### src/rtl/vote_pkg.sv
// Shared types, constants and helpers for the vote tally block and its sub-modules.
package vote_pkg;

    typedef enum logic {
        IDLE = 1'b0,
        HOLD = 1'b1
    } state_t;

    localparam logic [7:0] LED_ON  = 8'hFF;
    localparam logic [7:0] LED_OFF = 8'h00;

    // Widest candidate vector accepted by onehot_valid; callers zero-extend.
    localparam int ONEHOT_MAX_W = 16;

    function automatic logic onehot_valid(input logic [ONEHOT_MAX_W-1:0] vec);
        return ($countones(vec) == 1);
    endfunction

    // Running total must hold NUM_CAND saturated counters without wrapping.
    function automatic int total_width(input int num_cand, input int cnt_w);
        return cnt_w + $clog2(num_cand);
    endfunction

endpackage

### src/rtl/vote_max_finder.sv
// Combinational argmax over packed counters: lowest index wins, tie flags a shared maximum.
module vote_max_finder
#(
    parameter int NUM_CAND = 4,
    parameter int CNT_W    = 8,
    localparam int IDX_W   = $clog2(NUM_CAND)
) (
    input  logic [NUM_CAND*CNT_W-1:0] counts,
    output logic [IDX_W-1:0]          max_idx,
    output logic                      tie
);

    logic [CNT_W-1:0] max_val;

    always_comb begin
        max_val = counts[0 +: CNT_W];
        max_idx = '0;
        tie     = 1'b0;
        // Strict '>' keeps the lowest index on equality; a new leader clears any earlier tie.
        for (int i = 1; i < NUM_CAND; i++) begin
            if (counts[i*CNT_W +: CNT_W] > max_val) begin
                max_val = counts[i*CNT_W +: CNT_W];
                max_idx = IDX_W'(i);
                tie     = 1'b0;
            end else if (counts[i*CNT_W +: CNT_W] == max_val) begin
                tie = 1'b1;
            end
        end
    end

endmodule

### src/rtl/vote_tally.sv
// Per-candidate vote counter with saturation, invalid-vote flag, LED acknowledge lockout
// and registered winner/tie reporting in result mode.
module vote_tally
    import vote_pkg::*;
#(
    parameter int NUM_CAND = 4,
    parameter int CNT_W    = 8,
    parameter int LED_HOLD = 4,
    localparam int IDX_W   = $clog2(NUM_CAND),
    localparam int TOT_W   = total_width(NUM_CAND, CNT_W)
) (
    input  logic                      clk,
    input  logic                      reset_all,
    input  logic                      mode,
    input  logic                      vote_logged,
    input  logic [NUM_CAND-1:0]       candidate,
    output logic [7:0]                led,
    output logic [NUM_CAND*CNT_W-1:0] vote_count,
    output logic [TOT_W-1:0]          total_votes,
    output logic                      invalid_vote,
    output logic                      busy,
    output logic [IDX_W-1:0]          winner_idx,
    output logic                      winner_valid,
    output logic                      tie,
    output state_t                    state_dbg
);

    localparam int HOLD_W                = $clog2(LED_HOLD + 1);
    localparam logic [CNT_W-1:0] CNT_MAX = '1;

    state_t                    state_q, state_d;
    logic [HOLD_W-1:0]         hold_q, hold_d;
    logic                      vl_q, vl_d;
    logic [NUM_CAND*CNT_W-1:0] cnt_q, cnt_d;
    logic [TOT_W-1:0]          total_q, total_d;
    logic                      invalid_q, invalid_d;
    logic [IDX_W-1:0]          win_idx_q, win_idx_d;
    logic                      win_valid_q, win_valid_d;
    logic                      tie_q, tie_d;

    logic                      strobe;
    logic                      cand_ok;
    logic [IDX_W-1:0]          max_idx_c;
    logic                      tie_c;

    assign strobe  = vote_logged & ~vl_q;
    assign cand_ok = onehot_valid(ONEHOT_MAX_W'(candidate));

    vote_max_finder #(
        .NUM_CAND (NUM_CAND),
        .CNT_W    (CNT_W)
    ) u_max (
        .counts  (cnt_q),
        .max_idx (max_idx_c),
        .tie     (tie_c)
    );

    always_comb begin
        state_d   = state_q;
        hold_d    = hold_q;
        cnt_d     = cnt_q;
        total_d   = total_q;
        invalid_d = 1'b0;
        vl_d      = vote_logged;

        case (state_q)
            IDLE: begin
                if (!mode && strobe) begin
                    if (cand_ok) begin
                        state_d = HOLD;
                        hold_d  = HOLD_W'(LED_HOLD);
                        // A saturated counter still acknowledges, but the total must not drift.
                        for (int i = 0; i < NUM_CAND; i++) begin
                            if (candidate[i] && (cnt_q[i*CNT_W +: CNT_W] != CNT_MAX)) begin
                                cnt_d[i*CNT_W +: CNT_W] = cnt_q[i*CNT_W +: CNT_W] + CNT_W'(1);
                                total_d                 = total_q + TOT_W'(1);
                            end
                        end
                    end else begin
                        invalid_d = 1'b1;
                    end
                end
            end
            HOLD: begin
                if (hold_q == HOLD_W'(1)) begin
                    state_d = IDLE;
                    hold_d  = '0;
                end else begin
                    hold_d = hold_q - HOLD_W'(1);
                end
            end
            default: state_d = IDLE;
        endcase
    end

    always_comb begin
        win_valid_d = mode && (total_q != '0);
        tie_d       = mode & tie_c;
        win_idx_d   = mode ? max_idx_c : win_idx_q;
    end

    // vl_q resets high so a strobe already asserted at reset release is not counted.
    always_ff @(posedge clk or posedge reset_all) begin
        if (reset_all) begin
            state_q     <= IDLE;
            hold_q      <= '0;
            vl_q        <= 1'b1;
            cnt_q       <= '0;
            total_q     <= '0;
            invalid_q   <= 1'b0;
            win_idx_q   <= '0;
            win_valid_q <= 1'b0;
            tie_q       <= 1'b0;
        end else begin
            state_q     <= state_d;
            hold_q      <= hold_d;
            vl_q        <= vl_d;
            cnt_q       <= cnt_d;
            total_q     <= total_d;
            invalid_q   <= invalid_d;
            win_idx_q   <= win_idx_d;
            win_valid_q <= win_valid_d;
            tie_q       <= tie_d;
        end
    end

    assign led          = (state_q == HOLD) ? LED_ON : LED_OFF;
    assign busy         = (state_q == HOLD);
    assign vote_count   = cnt_q;
    assign total_votes  = total_q;
    assign invalid_vote = invalid_q;
    assign winner_idx   = win_idx_q;
    assign winner_valid = win_valid_q;
    assign tie          = tie_q;
    assign state_dbg    = state_q;

endmodule

### config.mk
export PLATFORM = sky130hd
export DESIGN_NAME = vote_tally
export DESIGN_NICKNAME = d
export VERILOG_FILES = /design/src/rtl/vote_pkg.sv /design/src/rtl/vote_max_finder.sv /design/src/rtl/vote_tally.sv
export SDC_FILE = /design/constraint.sdc
export NUM_CORES = 1
export LEC_CHECK = 0
export BUFFER_PORTS_ARGS = -buffer_cell sky130_fd_sc_hd__buf_4
export CAP_MARGIN = 10
export CORE_MARGIN = 3
export CORE_UTILIZATION = 60
export DETAILED_ROUTE_END_ITERATION = 6
export PLACE_DENSITY_LB_ADDON = 0.1
export SLEW_MARGIN = 20
export SYNTH_ARGS = -nofsm -noshare
export SYNTH_HDL_FRONTEND = slang
export SYNTH_SLANG_ARGS = --single-unit
### constraint.sdc
create_clock -name clk -period 10.9 [get_ports clk]
set_clock_uncertainty 0.2 [all_clocks]
set_input_delay 1.635 -clock clk [delete_from_list [all_inputs] [get_ports clk]]
set_output_delay 1.635 -clock clk [all_outputs]
set_load 0.05 [all_outputs]
==> Word level (Yosys, flattened, before mapping) <==
Index checks and enable logic that the tools add are counted.
{ "word_totals": {"register_bits": 52, "inputBits": 8} }
{ "classes": {"add_sub_neg": 9, "order_cmp": 3, "eq_ne": 11, "muxes": 27, "bitwise_logic": 4, "n_reduce_logical": 15} }
{ "ops": {"columns": ["cell", "n"], "rows": [
  ["$mux W10", 4],
  ["$add A8 B1 Y8 const B", 4],
  ["$ne A8 B8 Y1 const B", 4],
  ["$eq A8 B8 Y1", 3],
  ["$gt A8 B8 Y1", 3],
  ["$mux W8", 3],
  ["$reduce_and A4 Y1", 5],
  ["$mux W1", 13],
  ["$add A10 B1 Y10 const B", 1],
  ["$reduce_bool A10 Y1", 1],
  ["$mux W3", 3],
  ["$eq A3 B1 Y1 const B", 2],
  ["$logic_and A1 B1 Y1", 6],
  ["$pmux W3 S2", 1],
  ["$add A1 B1 Y2", 2],
  ["$mux W2", 2],
  ["$ne A2 B2 Y1 const B", 2],
  ["$reduce_bool A4 Y1", 1],
  ["$add A2 B2 Y3", 1],
  ["$sub A3 B1 Y3 const B", 1],
  ["$and A1 B1 Y1", 2],
  ["$not A1 Y1", 2],
  ["$pmux W1 S2", 1],
  ["$reduce_and A2 Y1", 1],
  ["$logic_not A1 Y1", 1]
]} }

==> Depth between registers and ports, before layout <==
Gate-level depths: netlist of the first run.
{ "logic_depth": {"depth_word": 8, "depth_mapped": 22, "depth_no_buf": 21} }

==> Hierarchy <==
A second synthesis of the first run with hierarchy kept.
{ "hier_totals": {"hier_cells": 350, "hier_area_um2": 3542.1} }
{ "modules_own_cells": {"columns": ["mod", "instances", "cells_per_inst", "area_each_um2", "seq_area_each_um2"], "rows": [
  ["vote_tally", 1, 219, 2507.4, 1302.5],
  ["vote_max_finder", 1, 131, 1034.7, 0.0]
]} }

==> Least setup slack after synthesis of the first run <==
Ideal clock, no wire load.
{ "synth_timing": {"path_kind": "register to register", "startpoint": "register cnt_q[5] (netlist: vote_count[5])", "endpoint": "register win_idx_q[1] (netlist: winner_idx[1])", "setup_ns": 0.129, "t_arrival_ns": 4.637, "t_required_ns": 10.571, "path_slack_ns": 5.933, "stages_incl_launch_ff": 19, "period_less_slack_ns": 4.967, "path_cell_list": "dfrtp_1 > inv_1 > ha_1 > a211oi_1 > nor2_1 > o31ai_4 > mux2i_1 > ha_1 > nor2b_1 > o211ai_1 > a21oi_1 > o21bai_1 > buf_2 > mux2_2 > ha_1 > nand2_1 > or4_1 > nand2_1 > a31oi_1"} }
{ "synth_between": {"elab_chain_cells": 6, "word_cells_on_any_way": 7, "cone_classes": "3 x order compare; 4 x mux"} }
{ "synth_rtl": {"columns": ["element", "line_no", "rtl"], "rows": [
  ["start, declared", "vote_tally.sv:34", "logic [NUM_CAND*CNT_W-1:0] cnt_q, cnt_d;"],
  ["start signal, assigned", "vote_tally.sv:118", "cnt_q <= cnt_d;"],
  ["$gt A8 B8 Y1", "vote_max_finder.sv:21", "if (counts[i*CNT_W +: CNT_W] > max_val) begin"],
  ["$mux W8 (*)", "vote_max_finder.sv:21", null],
  ["$gt A8 B8 Y1", "vote_max_finder.sv:21", null],
  ["$mux W8", "vote_max_finder.sv:21", null],
  ["$gt A8 B8 Y1", "vote_max_finder.sv:21", null],
  ["$mux W2 (*)", "vote_max_finder.sv:21", null],
  ["end signal, assigned", "vote_tally.sv:121", "win_idx_q <= win_idx_d;"],
  ["end, declared", "vote_tally.sv:37", "logic [IDX_W-1:0] win_idx_q, win_idx_d;"]
]} }
Mark *: on every way between the ends. The rest lies on a longest branch, timed or not.
A chain may end at the register's enable or synchronous reset.

==> Worst setup path in the final report of the first run <==
Same ends and word-level chain as after synthesis.

==> impl_metrics.json, run 1 <==
{
  "root_buffer": "clkbuf_8",
  "max_slew_margin": 0.3560,
  "drtIter0Drc": 121,
  "r2r_setup_slack_ns": 5.52,
  "dr_total_vias": 2573,
  "synth-edff-count": 0,
  "slew_viol_final": 0,
  "min_period_over_period": 0.4933,
  "syn-cell-area_um2": 3252,
  "io_buffers": 64,
  "vias_per_cell": 5.718,
  "peakVddDrop_mv": 0.2343,
  "die_y_um": 79.62,
  "insertion_delay_ns": 0.31,
  "postCtsSetupBuffers": 0,
  "crit_path_max_incr_delay_ns": 0.76,
  "cts_hold_buf": 0,
  "n_antenna_cell": 0,
  "setup_viol": 0,
  "grt_usage": 0.2430,
  "die_w_um": 79.62,
  "area_growth_pct": 17.55,
  "min_period_ns": 5.376,
  "design_power_total_w": 0.0009271,
  "hold_violations": 0,
  "fmax_mhz": 186.0,
  "cts_resized": 0,
  "ant_nets": 0,
  "synth_top_family_by_area": "simple AND/OR/NAND/NOR gates",
  "drc": 0,
  "crit_type": "reg2reg",
  "grt_max_degree": 53,
  "syn-num-nets": 363,
  "crit_required_ns": 10.85,
  "synth.distinct_cells": 45,
  "num_io_pins": 65,
  "cp-start-kind": "flop",
  "synth_compound_area_frac": 0.07811,
  "worst_path_max_delay_cell": "o21bai_1",
  "worst_setup_hold_path_clk_slew_ns": 0.09,
  "leakagePower_nw": 1.921,
  "synth_area_leaders": "dfrtp_1, ha_1, xnor2_1",
  "antenna_found_initial": 0,
  "async_reset_ff_frac": 1.000,
  "synth_simple_gate_area_share": 0.1685,
  "die-area_um2": 6339,
  "path_cells": "inv_1, ha_1, a211oi_1, nor2_1, o31ai_4, mux2i_1, ha_1, nor2b_1, o211ai_1, a21oi_1, o21bai_1, mux2_2, ha_1, nand2_1, or4_1, nand2_1, a31oi_1",
  "yosys.area.top_type": "dfrtp_1",
  "grt_pass1_wl_um": 11860,
  "seqPwrFrac": 0.317,
  "netlist.area_leader.share": 0.3925,
  "path_buf_inv": 1,
  "synth_xor_area_frac": 0.1043,
  "status": "completed",
  "crit_family": "compound AO/OA/AOI/OAI gates",
  "pwr-share-clk": 0.115,
  "clk_path_buf_depth": 2,
  "ys_ff_latch": 52,
  "syn_inst": 320,
  "comb_power_share": 0.568,
  "placementRows": 26,
  "avgSynthCellArea_um2": 10.16,
  "dp_hpwl_um": 5606,
  "rsz0062_at_grt": "no",
  "wire_per_inst_um": 16.20,
  "grt_pass1_vias": 2545,
  "final_nets": 422,
  "nFillCells": 404,
  "critPathMostFrequentCell": "ha_1",
  "cts_sinks": 52,
  "cp.arrival_ns": 5.33,
  "drt_wl_total_um": 7292,
  "cts_tree": "built",
  "muxShareOfSynthArea": 0.05233,
  "yosys_warnings": 0,
  "grt.overflow.total": 0,
  "final.setup.tns_ns": 0,
  "cap_violations": 0,
  "globalplace.congestion": 0.8707,
  "hold_class": "reg2reg",
  "numCtsBuffers": 5,
  "core_area_um2": 5172,
  "p_switching_w": 0.0004618,
  "ys_seq_area_frac": 0.4005,
  "tightestPinTransition_ns": 0.9640,
  "first_pass_iters": 4,
  "powerDensity_nw_per_um2": 242.5,
  "crit_fanout": 13,
  "p_int_w": 0.0004653,
  "initial_core_util": 0.6287,
  "synth_ff_type": "dfrtp_1",
  "swShare": 0.4982,
  "cts_max_level": 2,
  "drive_above_1_share": 0.2500,
  "worstSetupEndpointType": "flop",
  "yosys.area_share.adder": 0.1370
}
metrics by stage:
step	hold slack [ns]	cell area, um^2	setup slack (ns)	cells	utilization
2_1_floorplan	0.2851	3252	5.933	320	-
3_3_place_gp	0.2750	3740	5.773	442	0.7230
3_5_place_dp	0.2766	3740	5.610	442	0.7230
4_1_cts	0.2886	3821	5.631	450	0.7388
5_1_grt	0.3093	3822	5.221	450	0.7390
6_report	0.2823	3822	5.524	450	0.7390
sequential cells by signal, indices dropped and copies added (netlist names):
signal,cells
busy,1
hold_q,3
invalid_vote,1
tie,1
total_votes,10
vl_q,1
vote_count,32
winner_idx,2
winner_valid,1
layout make-up:
class / instances / area (um^2) / share of cell area
Multi-Input combinational cell: 226 / 1757 / 0.4596
Sequential cell: 52 / 1303 / 0.3408
Timing Repair Buffer: 64 / 480.5 / 0.1257
Inverter: 30 / 113.9 / 0.02979
Tap cell: 70 / 87.58 / 0.02291
Clock buffer: 7 / 76.32 / 0.01997
Clock inverter: 1 / 5.005 / 0.001309
placed cells by master (no fill, tap or decap), types with 11 or more instances in the layout:
master   count
a21oi_1     11
buf_4       64
dfrtp_1     51
ha_1        34
inv_1       29
nand2_1     22
nand3_1     13
nand4_1     18
nor2_1      19
o21ai_0     12
xnor2_1     29
synth_stat cells, types with 2 or more instances:
cell type  count
dfrtp_1       51
ha_1          34
inv_1         30
xnor2_1       29
nand2_1       22
nor2_1        19
nand4_1       18
nand3_1       13
o21ai_0       12
a21oi_1       11
buf_4          9
mux2_2         8
mux2i_1        8
nor3_1         6
xor2_1         6
a21o_1         3
a31oi_1        3
nor2_2         3
o211ai_1       3
clkbuf_1       2
nand2_2        2
nor2b_1        2
nor3b_4        2
or4_4          2
xnor2_2        2
power groups by stage:
stage	clock [W]	combinational, W	sequential [W]
after global placement	0	0.000512	0.000295
after global routing	0.000118	0.000572	0.000302
after CTS	0.000109	0.000528	0.000294
after detailed placement	0	0.000525	0.000297
final	0.000106	0.000527	0.000294
after floorplan	0	0.000304	0.000397
worst paths after layout:
check	start	to	depth (start not counted)
setup / recovery	vote_count[5]	winner_idx[1]	17
hold / removal	total_votes[9]	total_votes[9]	1
max in group asynchronous	reset_all	vote_count[26]	2
setup reg to reg	vote_count[5]	winner_idx[1]	17
hold reg to reg	total_votes[9]	total_votes[9]	1
min in group asynchronous	reset_all	vote_count[6]	2
kinds of logic after synthesis:
family | Yosys count
AND/OR/NAND/NOR | 99
flip-flops | 52
buffers and inverters | 42
AO/OA/AOI/OAI | 39
XOR/XNOR | 37
adder cells (fa/ha/maj) | 35
multiplexers | 16
routing by layer:
| layer | global-route usage | vias up | wire, um | share of wire |
|---|---|---|---|---|
| li1 | - | 1224 | - | - |
| met1 | 0.3025 | 1266 | 3084 | 0.42 |
| met2 | 0.4165 | 72 | 3720 | 0.51 |
| met3 | 0.04966 | 11 | 370 | 0.051 |
| met4 | 0.08591 | 0 | 116 | 0.016 |
| met5 | 0 | - | 0 | 0 |
No activity file was read; power rests on OpenSTA's default activity.
==> run 2, diff against run 1 <==
- ABC_AREA: not set -> 1
- CORE_UTILIZATION: 60 -> 57
- clock period: 10.9 -> 5.57 ns (I/O delays scaled with it)
==> run 2 against run 1 <==
Cell area rose by 11%; sequential power is 120% higher; die area up 17%; setup slack got worse by 4.6 ns; non-clock buffer count is the same; area after synthesis up 13%; first-iteration DRC count is 2.5% higher; register-to-register slack lost 4.6 ns; global-route usage shrank 0.18 points; largest cell class unchanged.
==> impl_metrics.json, run 2 <==
{
  "powerDensity_nw_per_um2": 634.3,
  "drtIter0Drc": 124,
  "hold_violations": 0,
  "grt_pass1_vias": 3077,
  "io_buffers": 64,
  "worstReg2RegEnd": "winner_idx[1]",
  "worstSetupStartpoint": "vote_count[15]",
  "synth-edff-count": 0,
  "n_antenna_cell": 0,
  "yosys.area.top_type": "dfrtp_1",
  "largest_register_ffs": 32,
  "peakVddDrop_mv": 0.4526,
  "ys_seq_area_frac": 0.3554,
  "drive_above_1_share": 0.1923,
  "path_buf_inv": 1,
  "async_reset_ff_frac": 1.000,
  "cts_tree": "built",
  "cts_hold_buf": 0,
  "seqPwrFrac": 0.235,
  "worst_setup_hold_path_clk_slew_ns": 0.10,
  "design_power_total_w": 0.002694,
  "min_path_cells": 1,
  "postCtsSetupBuffers": 0,
  "worstSetupEndpointType": "flop",
  "top_layer_used": "met4",
  "crit_fanout": 11,
  "comb_power_share": 0.666,
  "globalplace.congestion": 0.8597,
  "drt_wl_total_um": 8397,
  "rsz0062_at_grt": "no",
  "max_slew_margin": 0.5715,
  "leakagePower_nw": 2.342,
  "root_buffer": "clkbuf_8",
  "m1WireLength_um": 3845,
  "final.setup.tns_ns": 0,
  "cts_max_level": 2,
  "worst_r2r_path_depth": 21,
  "wl_met3_um": 364,
  "crit_type": "reg2reg",
  "ys_ff_latch": 52,
  "die_w_um": 86.19,
  "antenna_found_initial": 0,
  "syn_inst": 462,
  "grt_usage": 0.2412,
  "synth_area_leaders": "dfrtp_1, nand2_1, ha_1",
  "synth_ff_type": "dfrtp_1",
  "mostFrequentLayoutCells": "nand2_1, buf_4, inv_1",
  "crit_family": "simple AND/OR/NAND/NOR gates",
  "cts_sinks": 52,
  "yosys_warnings": 0,
  "layout_commonest_cell": "nand2_1",
  "cap_violations": 0,
  "min_period_over_period": 0.8300,
  "final_core_util": 0.7009,
  "clk_path_buf_depth": 2,
  "cts_resized": 0,
  "avgSynthCellArea_um2": 7.932,
  "worst_path_max_delay_cell": "dfrtp_1",
  "reg2reg_from": "vote_count[15]",
  "swShare": 0.5571,
  "tightestPinTransition_ns": 0.6428,
  "die-area_um2": 7428,
  "wl_met2_um": 4047,
  "crit_path_max_incr_delay_ns": 0.48,
  "drc": 0,
  "cp-start-kind": "flop",
  "vias_per_cell": 5.222,
  "insertion_delay_ns": 0.31,
  "grt_pass1_wl_um": 14390,
  "p_int_w": 0.001193,
  "syn-num-nets": 505,
  "first_pass_iters": 6,
  "min_period_ns": 4.623,
  "r2r_setup_slack_ns": 0.95,
  "synth.most_common_cell": "nand2_1",
  "hold_class": "reg2reg",
  "critPathMostFrequentCell": "nand2_1",
  "grt.overflow.total": 0,
  "placementRows": 28,
  "holdPathEnd": "vote_count[24]",
  "die_y_um": 86.19,
  "synth_commonest_cells": "nand2_1, inv_1, dfrtp_1",
  "slew_viol_final": 0,
  "cp.arrival_ns": 4.61,
  "numCtsBuffers": 5,
  "initial_core_util": 0.6047,
  "core_area_um2": 6061,
  "num_io_pins": 65,
  "p_switching_w": 0.001501,
  "area_growth_pct": 15.91,
  "grt_max_degree": 53,
  "dp_hpwl_um": 6570,
  "syn-cell-area_um2": 3665,
  "hp-start": "vote_count[24]",
  "status": "completed",
  "ant_nets": 0,
  "final_nets": 562,
  "path_cells": "ha_1, nand2_1, nor2_1, nand4_1, nand2_1, nand2_1, and2_1, ha_1, nand2_1, nor2_1, nand4_1, nand2_1, inv_1, nand2_1, nand2_1, ha_1, nand2_1, nor2_1, nand4_1, a21oi_1, a21oi_1",
  "pwr-share-clk": 0.098,
  "synth.distinct_cells": 34,
  "dr_total_vias": 3107,
  "crit_required_ns": 5.56,
  "setup_viol": 0,
  "fmax_mhz": 216.3,
  "wire_per_inst_um": 14.11,
  "netlist.area_leader.share": 0.3482
}
-- run 2: area by class of cell --
type / instances / area (um^2)
clock buffers: 6 / 72.57
clock inverters: 2 / 38.79
multi-input cells: 336 / 2032
well taps: 75 / 93.84
inverters: 60 / 227.7
repair buffers: 64 / 480.5
flip-flops and latches: 52 / 1303
fillers: 523 / 1813
-- run 2: worst max path at each step --
stage	slack, ns	to	cells past startpoint
after detailed placement	1.04	winner_idx[1]	21
after global placement	1.07	winner_idx[1]	21
final	0.95	winner_idx[1]	21
after floorplan	1.46	winner_idx[0]	24
after global routing	0.34	winner_idx[1]	21
after CTS	0.99	winner_idx[1]	21
-- run 2: per-layer routing --
| metal | GRT usage | up-vias |
|---|---|---|
| li1 | - | 1576 |
| met1 | 0.3208 | 1443 |
| met2 | 0.4093 | 75 |
| met3 | 0.04087 | 13 |
| met4 | 0.06374 | 0 |
| met5 | 0 | - |
-- run 2: power groups by stage --
stage | Sequential (W) | Combinational [W] | Clock, W
2_1_floorplan | 0.000936 | 0.00105 | 0
3_3_place_gp | 0.000632 | 0.00174 | 0
3_5_place_dp | 0.000640 | 0.00179 | 0
4_1_cts | 0.000633 | 0.00180 | 0.000271
5_1_grt | 0.000653 | 0.00200 | 0.000287
6_report | 0.000634 | 0.00180 | 0.000265
-- run 2: stage by stage --
step / instances / area, um^2 / setup slack [ns] / hold WS [ns]
after floorplan: 462 / 3665 / 1.461 / 0.2856
after global placement: 587 / 4134 / 1.071 / 0.3099
after detailed placement: 587 / 4136 / 1.035 / 0.3225
after CTS: 595 / 4248 / 0.9858 / 0.3373
after global routing: 595 / 4248 / 0.3404 / 0.3657
final: 595 / 4248 / 0.9470 / 0.3318
-- run 2: cell families after synthesis --
group | Yosys count | share of synthesized area
AND/OR/NAND/NOR | 231 | 0.2922
buffers and inverters | 74 | 0.09013
flip-flops | 52 | 0.3554
XOR/XNOR | 36 | 0.08604
adder cells (fa/ha/maj) | 35 | 0.1215
AO/OA/AOI/OAI | 34 | 0.05463
==> run 3, diff against run 2 <==
- ABC_AREA: 1 -> 0
- CORE_UTILIZATION: 57 -> 55
- clock period: 5.57 -> 4.3 ns (I/O delays scaled with it)
==> run 3 against run 2 <==
The run now ends with setup timing left; worst hold slack worse by 0.092 ns; cell count is 16% lower; die area is 7.5% lower; non-clock buffer count is 48 higher; utilization is 11 points higher; first-iteration DRC count is 35% higher; clock power is 54% higher; sequential share of layout area is 1.7 points lower; largest cell class unchanged; largest power group unchanged.
==> impl_metrics.json, run 3 (synthesis gave the netlist of run 1 again) <==
{
  "status": "complete, but fails checks",
  "violations": "setup timing",
  "mostFrequentLayoutCells": "buf_4, dfrtp_1, xnor2_1",
  "peakVddDrop_mv": 0.4977,
  "ant_nets": 0,
  "post_dp_cell_area_um2": 4066,
  "rsz0062_at_grt": "yes",
  "wire_per_inst_um": 17.84,
  "grt_pass1_wl_um": 13680,
  "globalplace.congestion": 0.8835,
  "setup_viol": 3,
  "cts_sinks": 52,
  "die_w_um": 82.89,
  "grt_max_degree": 53,
  "io_buffers": 64,
  "final.setup.tns_ns": -0.7960,
  "root_buffer": "clkbuf_8",
  "first_pass_iters": 4,
  "tightestPinTransition_ns": 0.9099,
  "r2r_setup_slack_ns": -0.29,
  "core_area_um2": 5608,
  "worstSetupEndpointType": "flop",
  "grt.overflow.total": 0,
  "min_period_over_period": 1.066,
  "drive_above_1_share": 0.4463,
  "largest_register_ffs": 32,
  "nFillCells": 335,
  "insertion_delay_ns": 0.31,
  "max_slew_margin": 0.3934,
  "area_growth_pct": 40.13,
  "drc": 0,
  "drt_wl_total_um": 8921,
  "final_nets": 470,
  "layout_commonest_cell": "buf_4",
  "clk_path_buf_depth": 2,
  "dp_hpwl_um": 6029,
  "powerDensity_nw_per_um2": 637.0,
  "dr_total_vias": 2831,
  "postLayoutCellArea_um2": 4557,
  "cts_max_level": 2,
  "fmax_mhz": 218.1,
  "layout_setup_ws_ns": -0.2851,
  "cp.arrival_ns": 4.64,
  "drtIter0Drc": 168,
  "crit_type": "reg2reg",
  "crit_required_ns": 4.35,
  "numCtsBuffers": 5,
  "placementRows": 27,
  "cts_tree": "built",
  "antenna_found_initial": 0,
  "place_ws_ns": -0.1923,
  "crit_fanout": 6,
  "vias_per_cell": 5.662,
  "cap_violations": 0,
  "num_io_pins": 65,
  "cts_hold_buf": 0,
  "min_period_ns": 4.585,
  "grt_usage": 0.2434,
  "die_y_um": 82.89,
  "cp-start-kind": "flop",
  "n_antenna_cell": 0,
  "leakagePower_nw": 2.165,
  "initial_core_util": 0.5799,
  "grt_pass1_vias": 2751,
  "hold_violations": 0,
  "slew_viol_final": 0,
  "hold_class": "in2reg",
  "worst_setup_hold_path_clk_slew_ns": 0.10,
  "die-area_um2": 6871
}
run 3: cell type report:
type | count | area (um^2) | share of cell area
inverters | 30 | 113.9 | 0.02499
multi-input cells | 226 | 2041 | 0.4478
clock buffers | 5 | 68.82 | 0.01510
flip-flops and latches | 52 | 1319 | 0.2894
repair buffers | 112 | 855.8 | 0.1878
well taps | 72 | 90.09 | 0.01977
clock inverters | 3 | 68.82 | 0.01510
run 3: worst paths after layout:
kind	startpoint	to	cells past startpoint
worst max-delay path	vote_count[1]	tie	19
min in group asynchronous	reset_all	vote_count[4]	2
worst min register to register	total_votes[9]	total_votes[9]	1
max in group asynchronous	reset_all	vote_count[10]	2
worst min-delay path	vote_logged	vl_q	1
worst max register to register	vote_count[1]	tie	19
run 3: what timing repair did:
action / CTS / global route
setup buffers: 6 / 7
cloned: 1 / 0
setup endpoints to repair: 3 / 3
pin swaps: 17 / 12
gates resized for setup: 33 / 11
run 3: worst max-delay path, stage by stage (launching register included):
cell and delay (ns):
dfrtp_2 0.42, inv_2 0.08, ha_4 0.20, nor2b_4 0.12, o211ai_1 0.20, a21oi_2 0.10, o31ai_4 0.29, buf_6 0.23
mux2i_4 0.30, ha_4 0.24, nand4_1 0.19, a21oi_2 0.08, o21bai_2 0.22, buf_6 0.17, mux2_4 0.32, ha_4 0.28
nand2_4 0.05, or4_4 0.57, nand2_4 0.11, o211a_1 0.15
run 3: metal layers:
layer	up-vias	track usage	part of all wire
li1	1322	-	-
met1	1400	0.3237	0.43
met2	93	0.4133	0.49
met3	16	0.03869	0.056
met4	0	0.06538	0.019
met5	-	0	0
run 3: report_power, final:
part	internal, W	switching (W)
Sequential	0.000591	0.000133
Combinational	0.000736	0.00103
Clock	0.000234	0.000173
Total	0.00156	0.00134
run 3: per-stage QoR:
step | utilization | hold slack, ns | cells | total power, W
after floorplan | - | 0.2851 | 320 | 0.001809
after global placement | 0.7251 | 0.2877 | 478 | 0.002207
after detailed placement | 0.7251 | 0.2822 | 478 | 0.002255
after CTS | 0.7912 | 0.2374 | 493 | 0.002779
after global routing | 0.8126 | 0.2267 | 500 | 0.003067
final | 0.8126 | 0.2397 | 500 | 0.002903
